==> config.mk <==
export PLATFORM = sky130hd
export DESIGN_NAME = vga_timing_gen_flat
export DESIGN_NICKNAME = d
export VERILOG_FILES = /design/src/rtl/vga_timing_gen_if.sv /design/src/rtl/vga_timing_gen.sv /design/src/flat_wrapper.sv
export SDC_FILE = /design/constraint.sdc
export NUM_CORES = 1
export LEC_CHECK = 0
export ABC_AREA = 1
export BUFFER_PORTS_ARGS = -buffer_cell sky130_fd_sc_hd__buf_2
export CORE_UTILIZATION = 48
export CTS_BUF_LIST = sky130_fd_sc_hd__clkbuf_8
export DETAILED_ROUTE_END_ITERATION = 10
export PLACE_DENSITY = 0.71
export RECOVER_POWER = 25
export SLEW_MARGIN = 0
export SYNTH_ARGS = -nofsm -noshare
export SYNTH_HDL_FRONTEND = slang
export SYNTH_SLANG_ARGS = --single-unit
==> constraint.sdc <==
create_clock -name clk -period 2.1 [get_ports clk]
set_input_delay 0.21 -clock clk [delete_from_list [all_inputs] [get_ports clk]]
set_output_delay 0.21 -clock clk [all_outputs]
set_load 0.1 [all_outputs]
==> src/rtl/vga_timing_gen_if.sv <==
// Raster timing bundle: pixel-enable input plus coordinates, sync strobes and frame pulses.
`ifndef CORDW
`define CORDW 10
`endif

interface vga_timing_gen_if;
    logic              pix_en;
    logic [`CORDW-1:0] pixel;
    logic [`CORDW-1:0] line;
    logic              hsync;
    logic              vsync;
    logic              de;
    logic              line_start;
    logic              frame_start;
    logic [15:0]       frame_cnt;

    modport master (
        input  pix_en,
        output pixel, line, hsync, vsync, de, line_start, frame_start, frame_cnt
    );

    modport slave (
        output pix_en,
        input  pixel, line, hsync, vsync, de, line_start, frame_start, frame_cnt
    );
endinterface

==> src/rtl/vga_timing_gen.sv <==
// VGA raster counters with sync/de re-timed through a pix_en-clocked delay line so they
// line up with pixel colour arriving after the sprite ROM latency.
module vga_timing_gen #(
    parameter int unsigned H_ACTIVE = 640,
    parameter int unsigned H_FP     = 16,
    parameter int unsigned H_SYNC   = 96,
    parameter int unsigned H_BP     = 48,
    parameter int unsigned V_ACTIVE = 480,
    parameter int unsigned V_FP     = 10,
    parameter int unsigned V_SYNC   = 2,
    parameter int unsigned V_BP     = 33,
    parameter int unsigned H_POL    = 0,
    parameter int unsigned V_POL    = 0,
    parameter int unsigned SYNC_DLY = 2
) (
    input  logic             clk,
    input  logic             rst_n,
    vga_timing_gen_if.master vga
);

    localparam int unsigned CORDW   = `CORDW;
    localparam int unsigned H_TOTAL = H_ACTIVE + H_FP + H_SYNC + H_BP;
    localparam int unsigned V_TOTAL = V_ACTIVE + V_FP + V_SYNC + V_BP;

    if (H_TOTAL - 1 > (2 ** CORDW) - 1) begin : g_h_too_wide
        $error("H_TOTAL-1 does not fit in CORDW bits");
    end
    if (V_TOTAL - 1 > (2 ** CORDW) - 1) begin : g_v_too_wide
        $error("V_TOTAL-1 does not fit in CORDW bits");
    end
    if (SYNC_DLY > 7) begin : g_dly_range
        $error("SYNC_DLY must be 0..7");
    end

    localparam logic [CORDW-1:0] H_LAST    = CORDW'(H_TOTAL - 1);
    localparam logic [CORDW-1:0] V_LAST    = CORDW'(V_TOTAL - 1);
    localparam logic [CORDW-1:0] H_ACT_END = CORDW'(H_ACTIVE);
    localparam logic [CORDW-1:0] V_ACT_END = CORDW'(V_ACTIVE);
    localparam logic [CORDW-1:0] H_SYNC_ST = CORDW'(H_ACTIVE + H_FP);
    localparam logic [CORDW-1:0] H_SYNC_EN = CORDW'(H_ACTIVE + H_FP + H_SYNC);
    localparam logic [CORDW-1:0] V_SYNC_ST = CORDW'(V_ACTIVE + V_FP);
    localparam logic [CORDW-1:0] V_SYNC_EN = CORDW'(V_ACTIVE + V_FP + V_SYNC);
    localparam logic             H_LVL     = 1'(H_POL);
    localparam logic             V_LVL     = 1'(V_POL);
    // Delay-line word is {hsync, vsync, de}
    localparam logic [2:0]       IDLE      = {~H_LVL, ~V_LVL, 1'b0};

    logic [CORDW-1:0] pixel_q, pixel_d;
    logic [CORDW-1:0] line_q, line_d;
    logic [15:0]      frame_cnt_q, frame_cnt_d;
    logic             line_start_q, line_start_d;
    logic             frame_start_q, frame_start_d;
    logic             hs_raw, vs_raw, de_raw;
    logic [2:0]       raw_d;
    logic [2:0]       dly_q [SYNC_DLY+1];

    always_comb begin
        pixel_d       = pixel_q;
        line_d        = line_q;
        frame_cnt_d   = frame_cnt_q;
        line_start_d  = 1'b0;
        frame_start_d = 1'b0;
        if (vga.pix_en) begin
            if (pixel_q == H_LAST) begin
                pixel_d      = '0;
                line_start_d = 1'b1;
                if (line_q == V_LAST) begin
                    line_d        = '0;
                    frame_start_d = 1'b1;
                    frame_cnt_d   = frame_cnt_q + 16'd1;
                end else begin
                    line_d = line_q + CORDW'(1);
                end
            end else begin
                pixel_d = pixel_q + CORDW'(1);
            end
        end
    end

    // Decode from next-state counters so stage 0 lands on the same edge as the counters.
    always_comb begin
        hs_raw = (pixel_d >= H_SYNC_ST) && (pixel_d < H_SYNC_EN);
        vs_raw = (line_d >= V_SYNC_ST) && (line_d < V_SYNC_EN);
        de_raw = (pixel_d < H_ACT_END) && (line_d < V_ACT_END);
        raw_d  = {hs_raw ? H_LVL : ~H_LVL, vs_raw ? V_LVL : ~V_LVL, de_raw};
    end

    always_ff @(posedge clk or negedge rst_n) begin
        if (!rst_n) begin
            pixel_q       <= '0;
            line_q        <= '0;
            frame_cnt_q   <= '0;
            line_start_q  <= 1'b0;
            frame_start_q <= 1'b0;
        end else begin
            pixel_q       <= pixel_d;
            line_q        <= line_d;
            frame_cnt_q   <= frame_cnt_d;
            line_start_q  <= line_start_d;
            frame_start_q <= frame_start_d;
        end
    end

    always_ff @(posedge clk or negedge rst_n) begin
        if (!rst_n) begin
            for (int unsigned i = 0; i <= SYNC_DLY; i++) begin
                dly_q[i] <= IDLE;
            end
        end else if (vga.pix_en) begin
            dly_q[0] <= raw_d;
            for (int unsigned i = 1; i <= SYNC_DLY; i++) begin
                dly_q[i] <= dly_q[i-1];
            end
        end
    end

    assign vga.pixel       = pixel_q;
    assign vga.line        = line_q;
    assign vga.frame_cnt   = frame_cnt_q;
    assign vga.line_start  = line_start_q;
    assign vga.frame_start = frame_start_q;
    assign vga.hsync       = dly_q[SYNC_DLY][2];
    assign vga.vsync       = dly_q[SYNC_DLY][1];
    assign vga.de          = dly_q[SYNC_DLY][0];

endmodule

==> src/flat_wrapper.sv <==
// flat-port wrapper written by rule: the top's interface ports become plain ports
module vga_timing_gen_flat 
#(
    parameter int unsigned H_ACTIVE = 640,
    parameter int unsigned H_FP     = 16,
    parameter int unsigned H_SYNC   = 96,
    parameter int unsigned H_BP     = 48,
    parameter int unsigned V_ACTIVE = 480,
    parameter int unsigned V_FP     = 10,
    parameter int unsigned V_SYNC   = 2,
    parameter int unsigned V_BP     = 33,
    parameter int unsigned H_POL    = 0,
    parameter int unsigned V_POL    = 0,
    parameter int unsigned SYNC_DLY = 2
)
  (clk, rst_n, vga_pix_en, vga_pixel, vga_line, vga_hsync, vga_vsync, vga_de, vga_line_start, vga_frame_start, vga_frame_cnt);
  vga_timing_gen_if vga_i ();
  input  logic clk;
  input  logic rst_n;
  input wire logic [$bits(vga_i.pix_en)-1:0] vga_pix_en;
  output wire logic [$bits(vga_i.pixel)-1:0] vga_pixel;
  output wire logic [$bits(vga_i.line)-1:0] vga_line;
  output wire logic [$bits(vga_i.hsync)-1:0] vga_hsync;
  output wire logic [$bits(vga_i.vsync)-1:0] vga_vsync;
  output wire logic [$bits(vga_i.de)-1:0] vga_de;
  output wire logic [$bits(vga_i.line_start)-1:0] vga_line_start;
  output wire logic [$bits(vga_i.frame_start)-1:0] vga_frame_start;
  output wire logic [$bits(vga_i.frame_cnt)-1:0] vga_frame_cnt;
  assign vga_i.pix_en = vga_pix_en;
  assign vga_pixel = vga_i.pixel;
  assign vga_line = vga_i.line;
  assign vga_hsync = vga_i.hsync;
  assign vga_vsync = vga_i.vsync;
  assign vga_de = vga_i.de;
  assign vga_line_start = vga_i.line_start;
  assign vga_frame_start = vga_i.frame_start;
  assign vga_frame_cnt = vga_i.frame_cnt;
  vga_timing_gen #(.H_ACTIVE(H_ACTIVE), .H_FP(H_FP), .H_SYNC(H_SYNC), .H_BP(H_BP), .V_ACTIVE(V_ACTIVE), .V_FP(V_FP), .V_SYNC(V_SYNC), .V_BP(V_BP), .H_POL(H_POL), .V_POL(V_POL), .SYNC_DLY(SYNC_DLY)) u_core (.clk(clk), .rst_n(rst_n), .vga(vga_i));
endmodule
# Yosys cells after proc, flatten, opt, wreduce, memory -nomap -nowiden
# Index checks and enable logic that the tools add are counted.
[op_classes]
addsub = 3
n_lt_le_gt_ge = 6
n_eq_ne = 2
n_mux = 12
n_reduce_logical = 4
[op_table]
columns = ["op", "n"]
rows = [
  ["2-to-1 mux 10 bit", 5],
  ["adder 10 x 1 -> 10 bit (second input constant)", 2],
  ["== test 10 bit (second input constant)", 2],
  ["< comparator 10 bit (second input constant)", 2],
  ["< comparator 10 x 9 -> 1 bit (second input constant)", 2],
  ["adder 16 x 1 -> 16 bit (second input constant)", 1],
  ["greater-or-equal comparator 10 bit (second input constant)", 1],
  ["greater-or-equal comparator 10 x 9 -> 1 bit (second input constant)", 1],
  ["2-to-1 mux 1 bit", 7],
  ["logical AND 1 bit", 3],
  ["AND reduction 3 bit", 1],
]
[word_totals]
register_bits = 47
input_bits = 3
out_inout_bits = 41
elab_cells = 35

# Longest topological paths before layout
# Gate-level depths: netlist of run 1.
[depth]
word_depth = 7
mapped_depth = 14
mapped_depth_nobuf = 14

# Least setup slack after synthesis of run 1
# OpenSTA, ideal clock, no wires.
[synth_timing]
kind = "register to register"
start = "register u_core.pixel_q[1] (netlist: u_core.vga.pixel[1])"
end = "register u_core.dly_q[6] (netlist name)"
setup_time_ps = 117
arrival_time_ps = 2367
required_time_ps = 1983
slack_ps = -385
path_stages_with_launch = 13
path_buffers = 0
period_less_slack_ps = 2485
cell_sequence = "dfrtp_1 ha_1 nand2_1 inv_1 nand2_1 nor2_1 nand2_1 nor2_4 nand3_1 a21oi_1 nand3_1 nand3_1 nand2_1"
[synth_via]
elab_chain_cells = 5
elab_cells_between_ends = 9
classes_between = "1 x add/sub; 2 x order compare; 1 x eq/ne; 4 x mux; 1 x reduce/logical"
[synth_lines]
columns = ["element", "line_no", "rtl"]
rows = [
  ["start, declared", "vga_timing_gen.sv:48", "logic [CORDW-1:0] pixel_q, pixel_d;"],
  ["start signal, assigned", "vga_timing_gen.sv:96", "pixel_q <= pixel_d;"],
  ["adder 10 x 1 -> 10 bit or == test 10 bit (tied branches)", "vga_timing_gen.sv:75, vga_timing_gen.sv:64", ""],
  ["2-to-1 mux 10 bit", "vga_timing_gen.sv:64", "if (pixel_q == H_LAST) begin"],
  ["2-to-1 mux 10 bit", "vga_timing_gen.sv:63", "if (vga.pix_en) begin"],
  ["< comparator 10 bit or < comparator 10 x 9 -> 1 bit (tied branches)", "vga_timing_gen.sv:84", "de_raw = (pixel_d < H_ACT_END) && (line_d < V_ACT_END);"],
  ["logical AND 1 bit *", "vga_timing_gen.sv:84", ""],
  ["end signal, assigned by index", "vga_timing_gen.sv:112", "dly_q[i] <= dly_q[i-1];"],
  ["end, declared", "vga_timing_gen.sv:55", "logic [2:0] dly_q [SYNC_DLY+1];"],
]
# Mark *: on every way between the ends. The rest lies on a longest branch, timed or not.
# A chain may end at the register's enable or synchronous reset.

# Final worst setup path of run 1
[layout_timing]
start = "register u_core.line_q[0] (netlist: u_core.vga.line[0])"
end = "register u_core.frame_cnt_q[14] (netlist: u_core.vga.frame_cnt[14])"
[layout_via]
elab_chain_cells = 2
[layout_lines]
columns = ["element", "line_no", "rtl"]
rows = [
  ["start, declared", "vga_timing_gen.sv:49", "logic [CORDW-1:0] line_q, line_d;"],
  ["start signal, assigned", "vga_timing_gen.sv:97", "line_q <= line_d;"],
  ["== test 10 bit", "vga_timing_gen.sv:67", "if (line_q == V_LAST) begin"],
  ["AND reduction 3 bit (no line)", "-", ""],
  ["end signal, assigned", "vga_timing_gen.sv:98", "frame_cnt_q <= frame_cnt_d;"],
  ["end, declared", "vga_timing_gen.sv:50", "logic [15:0] frame_cnt_q, frame_cnt_d;"],
]
# Every way passes these cells.

==> impl_metrics.py, run 1 <==
metrics = {
    "power": {
        "power.internal_mw": 1.54,
        "switching_power_mw": 1.26,
        "power_frac_seq_pct": 40.1,
        "p_comb_share_pct": 35.2,
        "powerDensity_nw_per_um2": 961,
        "ir_drop_v": 0.000627,
        "clkPwrFrac_pct": 24.7,
        "p_sw_share_pct": 44.9,
        "p_leak_nw": 1.55,
    },
    "logic_synthesis": {
        "synth_top_cell_by_area": "dfrtp_1",
        "netlist_instances": 280,
        "yosysSeqAreaShare_pct": 50.0,
        "netlist_area_sq_um": 2370,
        "synth_top_area_share_pct": 43.4,
        "synth_area_per_cell_sq_um": 8.45,
        "synth.area.top_cells": "dfrtp_1 (43%), nand2_1 (9.2%), inv_1 (6.8%)",
        "syn_nets": 287,
        "ys_warn_count": 0,
        "synth_seq_cells": 47,
        "ys_types": 31,
    },
    "worst_setup_path": {
        "setup.worst_path.end_class": "flip-flop",
        "startpoint_type": "flip-flop",
        "cp_max_fo": 5,
        "required_ns": 2.30,
        "critPathKind": "reg -> reg",
        "critPathArrivalTime_ns": 2.19,
    },
    "placement": {
        "place_ws_ns": 0.150,
        "dpl_cell_area_sq_um": 2700,
        "gp_congestion": 0.842,
        "io_buffers": 43,
        "dp_hpwl_um": 3680,
    },
    "outcome": {
        "status": "finished, violations left",
        "violations": "hold timing",
    },
    "finish": {
        "final_cell_mix": "nand2_1 (57), inv_1 (43), buf_2 (43)",
        "layout_commonest_cell": "nand2_1",
        "antenna_cells": 0,
        "syn2layout_area_growth_pct": 23.3,
        "final_nets": 346,
        "drive_above_1_share_pct": 31.5,
        "final_area_sq_um": 2920,
    },
    "timing": {
        "min_period_ns": 1.99,
        "fin_worst_skew_ns": 0.00782,
        "setup_ws_ns": 0.110,
        "setup_violations": 0,
        "hold_ws_ns": -0.0190,
        "slew_viol_final": 0,
        "hold_violations": 12,
        "slew-limit-headroom_pct": 46.7,
        "worst_pin_slew_ns": 0.799,
        "period_share_pct": 94.8,
        "clock.fmax_ghz": 0.502,
    },
    "grt": {
        "grt_start_max_net_pins": 38,
        "antenna_found_initial": 0,
        "gr-total-overflow": 0,
        "track_usage_pct": 20.7,
        "grt_pass1_vias": 1806,
        "grt_pass1_wl_um": 8320,
    },
    "detailed_routing": {
        "dr.pass1.iters": 4,
        "met1Wirelength_um": 2420,
        "dr_wl_met2_um": 2430,
        "num_vias": 1979,
        "antenna_left": 0,
        "drt_iter0_drc": 168,
        "routedWlPerCell_um": 12.6,
        "drc": 0,
        "routed.top_layer": "met4",
        "vias_per_cell": 4.86,
        "routed_wl_um": 5140,
        "wl_met3_um": 193,
    },
    "cts": {
        "clk-insertion-delay-late_ns": 0.30,
        "cts_htree_levels": 2,
        "path_clk_slew_ns": 0.10,
        "clockRootBuffer": "clkbuf_8",
        "cts_hold_buffers": 0,
        "clock_path_buffers": 2,
        "cts_tree": "yes",
        "cts_buffers": 5,
        "cts_sinks": 47,
    },
    "hold_path": {
        "hold_path.class": "in -> async",
    },
    "floorplan": {
        "coreArea_sq_um": 4720,
        "die_h_um": 72.2,
        "die-area_sq_um": 5210,
        "die_w_um": 72.2,
        "rows": 25,
        "io_pins": 44,
        "start_util_pct": 50.1,
    },
    "job": {
        "maxCapViolations": 0,
    },
}
-- worst max-delay path: stages (launching register included) --
cell and delay [ns]:
dfrtp_2 0.41, inv_1 0.09, ha_1 0.15, nand2_1 0.06
nor2_1 0.12, nand3_2 0.16, nor3_4 0.35, nand3_2 0.20
nor2_4 0.16, nand2_1 0.07, xnor2_1 0.12
-- metrics by stage --
stage	total power, mW	TNS, ns	cells	util [%]
after floorplan	1.94	0	280	-
after global routing	2.93	-0.0238	407	61.7
after detailed placement	2.12	0	391	57.2
after CTS	2.82	0	399	59.7
final	2.80	0	407	61.7
after global placement	2.11	0	391	57.2
-- cell type report --
cell class              instances  area [sq um]
inverters                      48           180
well taps                      67          83.8
clock inverters                 3          47.5
flip-flops and latches         47          1210
repair buffers                 55           305
clock buffers                   5          68.8
multi-input cells             182          1020
fillers                       414          1810
-- cell usage after synthesis --
cell type / number
a21oi_1: 7
a22oi_1: 1
and3_1: 1
buf_4: 1
clkbuf_1: 2
dfrtp_1: 41
dfstp_2: 6
ha_1: 4
inv_1: 43
inv_2: 5
nand2_1: 58
nand2_2: 1
nand3_1: 20
nand3_2: 2
nand3b_1: 1
nand4_1: 6
nand4_2: 1
nor2_1: 28
nor2_2: 3
nor2_4: 2
nor3_1: 4
nor3_2: 4
nor3_4: 1
o211ai_1: 1
o21ai_0: 13
o21ai_1: 3
o21bai_1: 2
o22ai_1: 1
or2_2: 1
xnor2_1: 7
xor2_1: 10
-- state kept, by name (all words and copies together), names as in the netlist --
register and count:
u_core.vga.frame_start 1, u_core.vga.line_start 1, u_core.vga.frame_cnt 16, u_core.vga.de 1
u_core.vga.pixel 10, u_core.vga.hsync 1, u_core.dly_q 6, u_core.vga.vsync 1
u_core.vga.line 10
-- per-layer routing --
| metal | vias up | GRT usage [%] |
|---|---|---|
| met2 | 43 | 32.9 |
| met1 | 928 | 28.2 |
| met3 | 7 | 4.44 |
| li1 | 1001 | - |
| met4 | 0 | 7.41 |
| met5 | - | 0 |
-- power by group through the flow --
stage	clock, mW	sequential, mW	combinational [mW]
after floorplan	0	1.70	0.242
after global placement	0	1.14	0.971
after detailed placement	0	1.14	0.978
after CTS	0.713	1.12	0.981
after global routing	0.742	1.14	1.05
final	0.692	1.12	0.988
-- path summary, 6_finish.rpt --
check | from | endpoint | slack, ns | cells past startpoint
worst max-delay path | u_core.vga.line[0] | u_core.vga.frame_cnt[14] | 0.11 | 10
worst min-delay path | rst_n | u_core.vga.pixel[6] | -0.02 | 1
worst max register to register | u_core.vga.line[0] | u_core.vga.frame_cnt[14] | 0.11 | 10
worst min register to register | u_core.vga.frame_cnt[15] | u_core.vga.frame_cnt[15] | 0.46 | 1
max in group asynchronous | rst_n | u_core.vga.frame_cnt[0] | 1.51 | 2
min in group clk | vga_pix_en | u_core.dly_q[5] | 0.27 | 3
-- cells by family after synthesis --
logic type	after synthesis	synth area share, %
simple gates	133	26.9
fa+ha+maj	4	2.12
xor+xnor	17	6.29
buf+inv	51	8.25
compound gates	28	6.40
flops	47	50.0
-- repair_timing --
item	CTS	global route
setup endpoints to repair	0	6
resized for setup	0	8
buffers inserted	0	8
Power figures use the tool's default switching activity.
==> run 2: changes to the inputs <==
==> constraint.sdc (replaced) <==
create_clock -name clk -period 2 [get_ports clk]
set_input_delay 0.2 -clock clk [delete_from_list [all_inputs] [get_ports clk]]
set_output_delay 0.2 -clock clk [all_outputs]
set_load 0.1 [all_outputs]
==> impl_metrics.py, run 2 (synthesized netlist as in run 1, its figures left out) <==
metrics = {
    "worst_setup_path": {
        "critPathKind": "reg -> reg",
        "crit_family": "simple AND/OR/NAND/NOR gates",
        "cp_max_fo": 5,
        "setup.worst_path.end_class": "flip-flop",
        "ff2ff_setup_slack_ns": 0.11,
        "critPathArrivalTime_ns": 2.08,
        "startpoint_type": "flip-flop",
        "cp_cell_sequence": "inv_4 -> ha_4 -> nand2_2 -> nor2_4 -> nand3_4 -> nor3_4 -> buf_6 -> nand3_2 -> nor2_4 -> nand2_1 -> xnor2_1",
        "max_stage_delay_ns": 0.52,
        "required_ns": 2.19,
        "cpMostUsedCell": "nor2_4",
        "crit_buf_inv": 2,
        "cpMaxStageDelayCell": "dfrtp_4",
    },
    "cts": {
        "cts_buffers": 5,
        "cts_htree_levels": 2,
        "clock_path_buffers": 2,
        "cts_tree": "yes",
        "clockRootBuffer": "clkbuf_8",
        "path_clk_slew_ns": 0.09,
        "clk-insertion-delay-late_ns": 0.29,
        "cts_sinks": 47,
    },
    "timing": {
        "hold_ws_ns": 0.234,
        "clock.fmax_ghz": 0.528,
        "slew_viol_final": 0,
        "worst_pin_slew_ns": 1.31,
        "period_share_pct": 94.6,
        "tns_ns": 0,
        "slew-limit-headroom_pct": 12.6,
        "hold_violations": 0,
        "fin_worst_skew_ns": 0.00931,
        "setup_violations": 0,
        "grt_setup_unrepaired": "true",
        "min_period_ns": 1.89,
    },
    "detailed_routing": {
        "num_vias": 2037,
        "drc": 0,
        "vias_per_cell": 4.90,
        "routedWlPerCell_um": 12.6,
        "dr.pass1.iters": 4,
        "routed_wl_um": 5240,
        "antenna_left": 0,
        "drt_iter0_drc": 71,
    },
    "floorplan": {
        "rows": 25,
        "die_w_um": 72.2,
        "io_pins": 44,
        "coreArea_sq_um": 4720,
        "die-area_sq_um": 5210,
        "start_util_pct": 50.1,
        "die_h_um": 72.2,
    },
    "finish": {
        "syn2layout_area_growth_pct": 28.4,
        "final_nets": 355,
        "layout_commonest_cell": "nand2_1",
        "antenna_cells": 0,
        "drive_above_1_share_pct": 37.5,
        "final_cell_mix": "nand2_1 (55), buf_2 (44), inv_1 (43)",
        "largest_register_ffs": 16,
    },
    "grt": {
        "track_usage_pct": 20.8,
        "gr-total-overflow": 0,
        "grt_pass1_wl_um": 8390,
        "grt_start_max_net_pins": 26,
        "antenna_found_initial": 0,
        "grt_pass1_vias": 1865,
    },
    "power": {
        "ir_drop_v": 0.000620,
        "powerDensity_nw_per_um2": 930,
        "finalPower_mw": 2.82,
        "p_leak_nw": 1.59,
    },
    "hold_path": {
        "hold_path.class": "in -> reg",
    },
    "placement": {
        "io_buffers": 43,
        "gp_congestion": 0.871,
        "dp_hpwl_um": 3790,
    },
    "job": {
        "maxCapViolations": 0,
    },
    "outcome": {
        "status": "completed",
    },
}
[run 2: path summary, 6_finish.rpt]
path | start | to | cells after the start
setup / recovery | u_core.vga.line[0] | u_core.vga.frame_cnt[14] | 11
hold / removal | vga_pix_en | u_core.dly_q[5] | 3
setup reg to reg | u_core.vga.line[0] | u_core.vga.frame_cnt[14] | 11
hold reg to reg | u_core.vga.frame_cnt[15] | u_core.vga.frame_cnt[15] | 1
max in group asynchronous | rst_n | u_core.dly_q[4] | 3
min in group asynchronous | rst_n | u_core.vga.pixel[6] | 2
[run 2: cell type report]
type	instances	area [sq um]
fillers	423	1690
inverters	48	183
multi-input cells	182	1090
flip-flops and latches	47	1220
clock inverters	3	17.5
clock buffers	5	68.8
repair buffers	64	373
well taps	67	83.8
[run 2: timing repair]
action | 4_1_cts | 5_1_grt
gates resized for setup | 2 | 20
hold buffers | 1 | 0
setup buffers | 1 | 13
setup endpoints to repair | 4 | 11
endpoints found under the hold margin | 19 | 0
pin swaps | 1 | 12
[run 2: per-layer routing]
metal / track usage [%] / routed length (um) / up-vias / part of all wire, %
li1: - / - / 1027 / -
met1: 30.7 / 2460 / 959 / 47
met2: 30.4 / 2540 / 44 / 48
met3: 3.33 / 187 / 7 / 3.6
met4: 8.50 / 54 / 0 / 1.0
met5: 0 / 0 / - / 0
[run 2: where the power goes]
part	switching, mW	internal (mW)
logic	0.875	0.206
registers	0.113	1.07
clock network	0.314	0.242
[run 2: worst reg2reg max path: stages, from the launching register on]
cell and delay [ns]:
dfrtp_4 0.52, inv_4 0.08, ha_4 0.13, nand2_2 0.06, nor2_4 0.13, nand3_4 0.11
nor3_4 0.16, buf_6 0.15, nand3_2 0.13, nor2_4 0.14, nand2_1 0.07, xnor2_1 0.12
[run 2: stage by stage]
step,std cells,instance area (sq um),utilization (%),worst slack (ns)
detailed placement,393,2750,58.1,0.0206
floorplan,280,2420,-,-0.0170
finish,416,3040,64.3,0.107
global route,416,3040,64.3,-0.0609
CTS,403,2860,60.6,-0.00569
global placement,393,2750,58.1,0.0317
==> run 3: changes to the inputs <==
--- a/config.mk
+++ b/config.mk
@@ -7,10 +7,13 @@
 export LEC_CHECK = 0
 export ABC_AREA = 1
 export BUFFER_PORTS_ARGS = -buffer_cell sky130_fd_sc_hd__buf_2
-export CORE_UTILIZATION = 48
+export CELL_PAD_IN_SITES_DETAIL_PLACEMENT = 2
+export CELL_PAD_IN_SITES_GLOBAL_PLACEMENT = 2
+export CORE_UTILIZATION = 34
 export CTS_BUF_LIST = sky130_fd_sc_hd__clkbuf_8
+export CTS_CLUSTER_DIAMETER = 50
 export DETAILED_ROUTE_END_ITERATION = 10
-export PLACE_DENSITY = 0.71
+export PLACE_DENSITY_LB_ADDON = 0.1
 export RECOVER_POWER = 25
 export SLEW_MARGIN = 0
 export SYNTH_ARGS = -nofsm -noshare
==> constraint.sdc (replaced) <==
create_clock -name clk -period 2 [get_ports clk]
set_input_delay 0.3 -clock clk [delete_from_list [all_inputs] [get_ports clk]]
set_output_delay 0.3 -clock clk [all_outputs]
set_load 0.1 [all_outputs]
==> impl_metrics.py, run 3 (synthesized netlist as in run 1, its figures left out) <==
metrics = {
    "placement": {
        "dpl_cell_area_sq_um": 2850,
        "place_ws_ns": -0.202,
        "dp_hpwl_um": 5270,
        "io_buffers": 43,
        "gp_congestion": 0.819,
    },
    "detailed_routing": {
        "vias_per_cell": 4.98,
        "dr.pass1.iters": 4,
        "num_vias": 2218,
        "routed_wl_um": 8600,
        "antenna_left": 0,
        "routedWlPerCell_um": 19.3,
        "drc": 0,
        "drt_iter0_drc": 57,
    },
    "worst_setup_path": {
        "cp_max_fo": 4,
        "rr_worst_depth": 11,
        "setup.worst_path.end_class": "flip-flop",
        "critPathArrivalTime_ns": 2.23,
        "startpoint_type": "flip-flop",
        "critPathKind": "reg -> reg",
        "required_ns": 2.23,
    },
    "finish": {
        "fill_cells": 758,
        "layout_commonest_cell": "nand2_1",
        "seq_area_sq_um": 1220,
        "final_nets": 371,
        "largest_register_ffs": 16,
        "final_area_sq_um": 3290,
        "final_cell_mix": "nand2_1 (54), inv_1 (41), buf_2 (41)",
        "multi_input_area_sq_um": 1200,
        "syn2layout_area_growth_pct": 39.2,
        "drive_above_1_share_pct": 44.4,
        "antenna_cells": 0,
    },
    "grt": {
        "grt_start_max_net_pins": 20,
        "grtUsageMet3_pct": 2.92,
        "met1_usage_pct": 27.1,
        "busiest_layer": "met2",
        "track_usage_pct": 20.7,
        "grtUsageMet2_pct": 36.4,
        "gr-total-overflow": 0,
        "grt_pass1_vias": 2318,
        "antenna_found_initial": 0,
        "grt_pass1_wl_um": 11800,
    },
    "hold_path": {
        "min_delay_path_depth": 1,
        "hold_path.class": "reg -> reg",
    },
    "timing": {
        "fin_worst_skew_ns": 0.00696,
        "setup_violations": 1,
        "worst_pin_slew_ns": 1.04,
        "slew-limit-headroom_pct": 30.7,
        "hold_violations": 0,
        "period_share_pct": 100,
        "hold_ws_ns": 0.485,
        "min_period_ns": 2.01,
        "clock.fmax_ghz": 0.499,
        "slew_viol_final": 0,
        "setup_ws_ns": -0.00592,
        "tns_ns": -0.00592,
    },
    "power": {
        "p_leak_nw": 1.71,
        "powerDensity_nw_per_um2": 937,
        "ir_drop_v": 0.000329,
        "finalPower_mw": 3.08,
    },
    "cts": {
        "clock_path_buffers": 2,
        "path_clk_slew_ns": 0.09,
        "cts_htree_levels": 2,
        "cts_buffers": 5,
        "clk-insertion-delay-late_ns": 0.31,
        "cts_sinks": 47,
        "clockRootBuffer": "clkbuf_8",
        "cts_tree": "yes",
    },
    "floorplan": {
        "coreArea_sq_um": 6760,
        "start_util_pct": 35.0,
        "rows": 30,
        "die_w_um": 85.4,
        "io_pins": 44,
        "die_h_um": 85.4,
        "die-area_sq_um": 7300,
    },
    "job": {
        "maxCapViolations": 0,
    },
    "outcome": {
        "violations": "setup timing",
        "status": "finished, violations left",
    },
}
==> run 3: cell types whose count changed in the layout (fill, tap and decap cells not counted), moves of 3 or more <==
cell     change
buf_2        -3
nor2_1       -3
nand3_4      +3
buf_4       +17
nand3_1      -5
==> run 3: area by class of cell <==
class | instances | area share [%]
Sequential cell | 47 | 37.0
Inverter | 48 | 5.55
Clock inverter | 2 | 0.494
Multi-Input combinational cell | 182 | 36.4
Clock buffer | 6 | 2.51
Tap cell | 80 | 3.04
Timing Repair Buffer | 80 | 15.0
==> run 3: final timing paths <==
path / start / to / slack (ns)
hold / removal: u_core.vga.frame_cnt[15] / u_core.vga.frame_cnt[15] / 0.49
setup / recovery: u_core.vga.line[0] / u_core.vga.frame_cnt[7] / -0.006
min in group asynchronous: rst_n / u_core.vga.pixel[4] / 0.68
hold reg to reg: u_core.vga.frame_cnt[15] / u_core.vga.frame_cnt[15] / 0.49
setup reg to reg: u_core.vga.line[0] / u_core.vga.frame_cnt[7] / -0.006
max in group asynchronous: rst_n / u_core.vga.line[0] / 0.31
==> run 3: report_power, final <==
part	leakage [nW]	internal [mW]	switching [mW]	total, mW
combinational	1.12	0.277	0.977	1.25
sequential	0.538	1.07	0.101	1.18
clock	0.0474	0.283	0.373	0.656
==> run 3: repair_timing <==
item	CTS	global route
hold buffers	1	0
setup buffers	6	12
pin swaps	5	19
resized for setup	5	42
hold endpoints to repair	12	0
setup endpoints to repair	6	16
==> run 3: routing by layer <==
| layer | up-vias | routed length, um |
|---|---|---|
| met2 | 39 | 4580 |
| met3 | 11 | 213 |
| met4 | 0 | 122 |
| met1 | 1124 | 3680 |
| met5 | - | 0 |
| li1 | 1044 | - |
==> run 3: worst max-delay path, stage by stage, from the launching register on <==
cell	delay [ns]
dfrtp_4	0.51
inv_4	0.07
ha_4	0.13
nand2_2	0.07
nor2_4	0.12
nand3_4	0.11
nor3_4	0.16
buf_6	0.15
buf_4	0.11
nand3_2	0.08
nor3_2	0.20
xor2_1	0.20
==> run 3: per-stage QoR <==
stage	cells	util [%]
floorplan	280	-
global placement	418	42.2
detailed placement	418	42.2
CTS	433	44.7
global route	445	48.7
finish	445	48.7
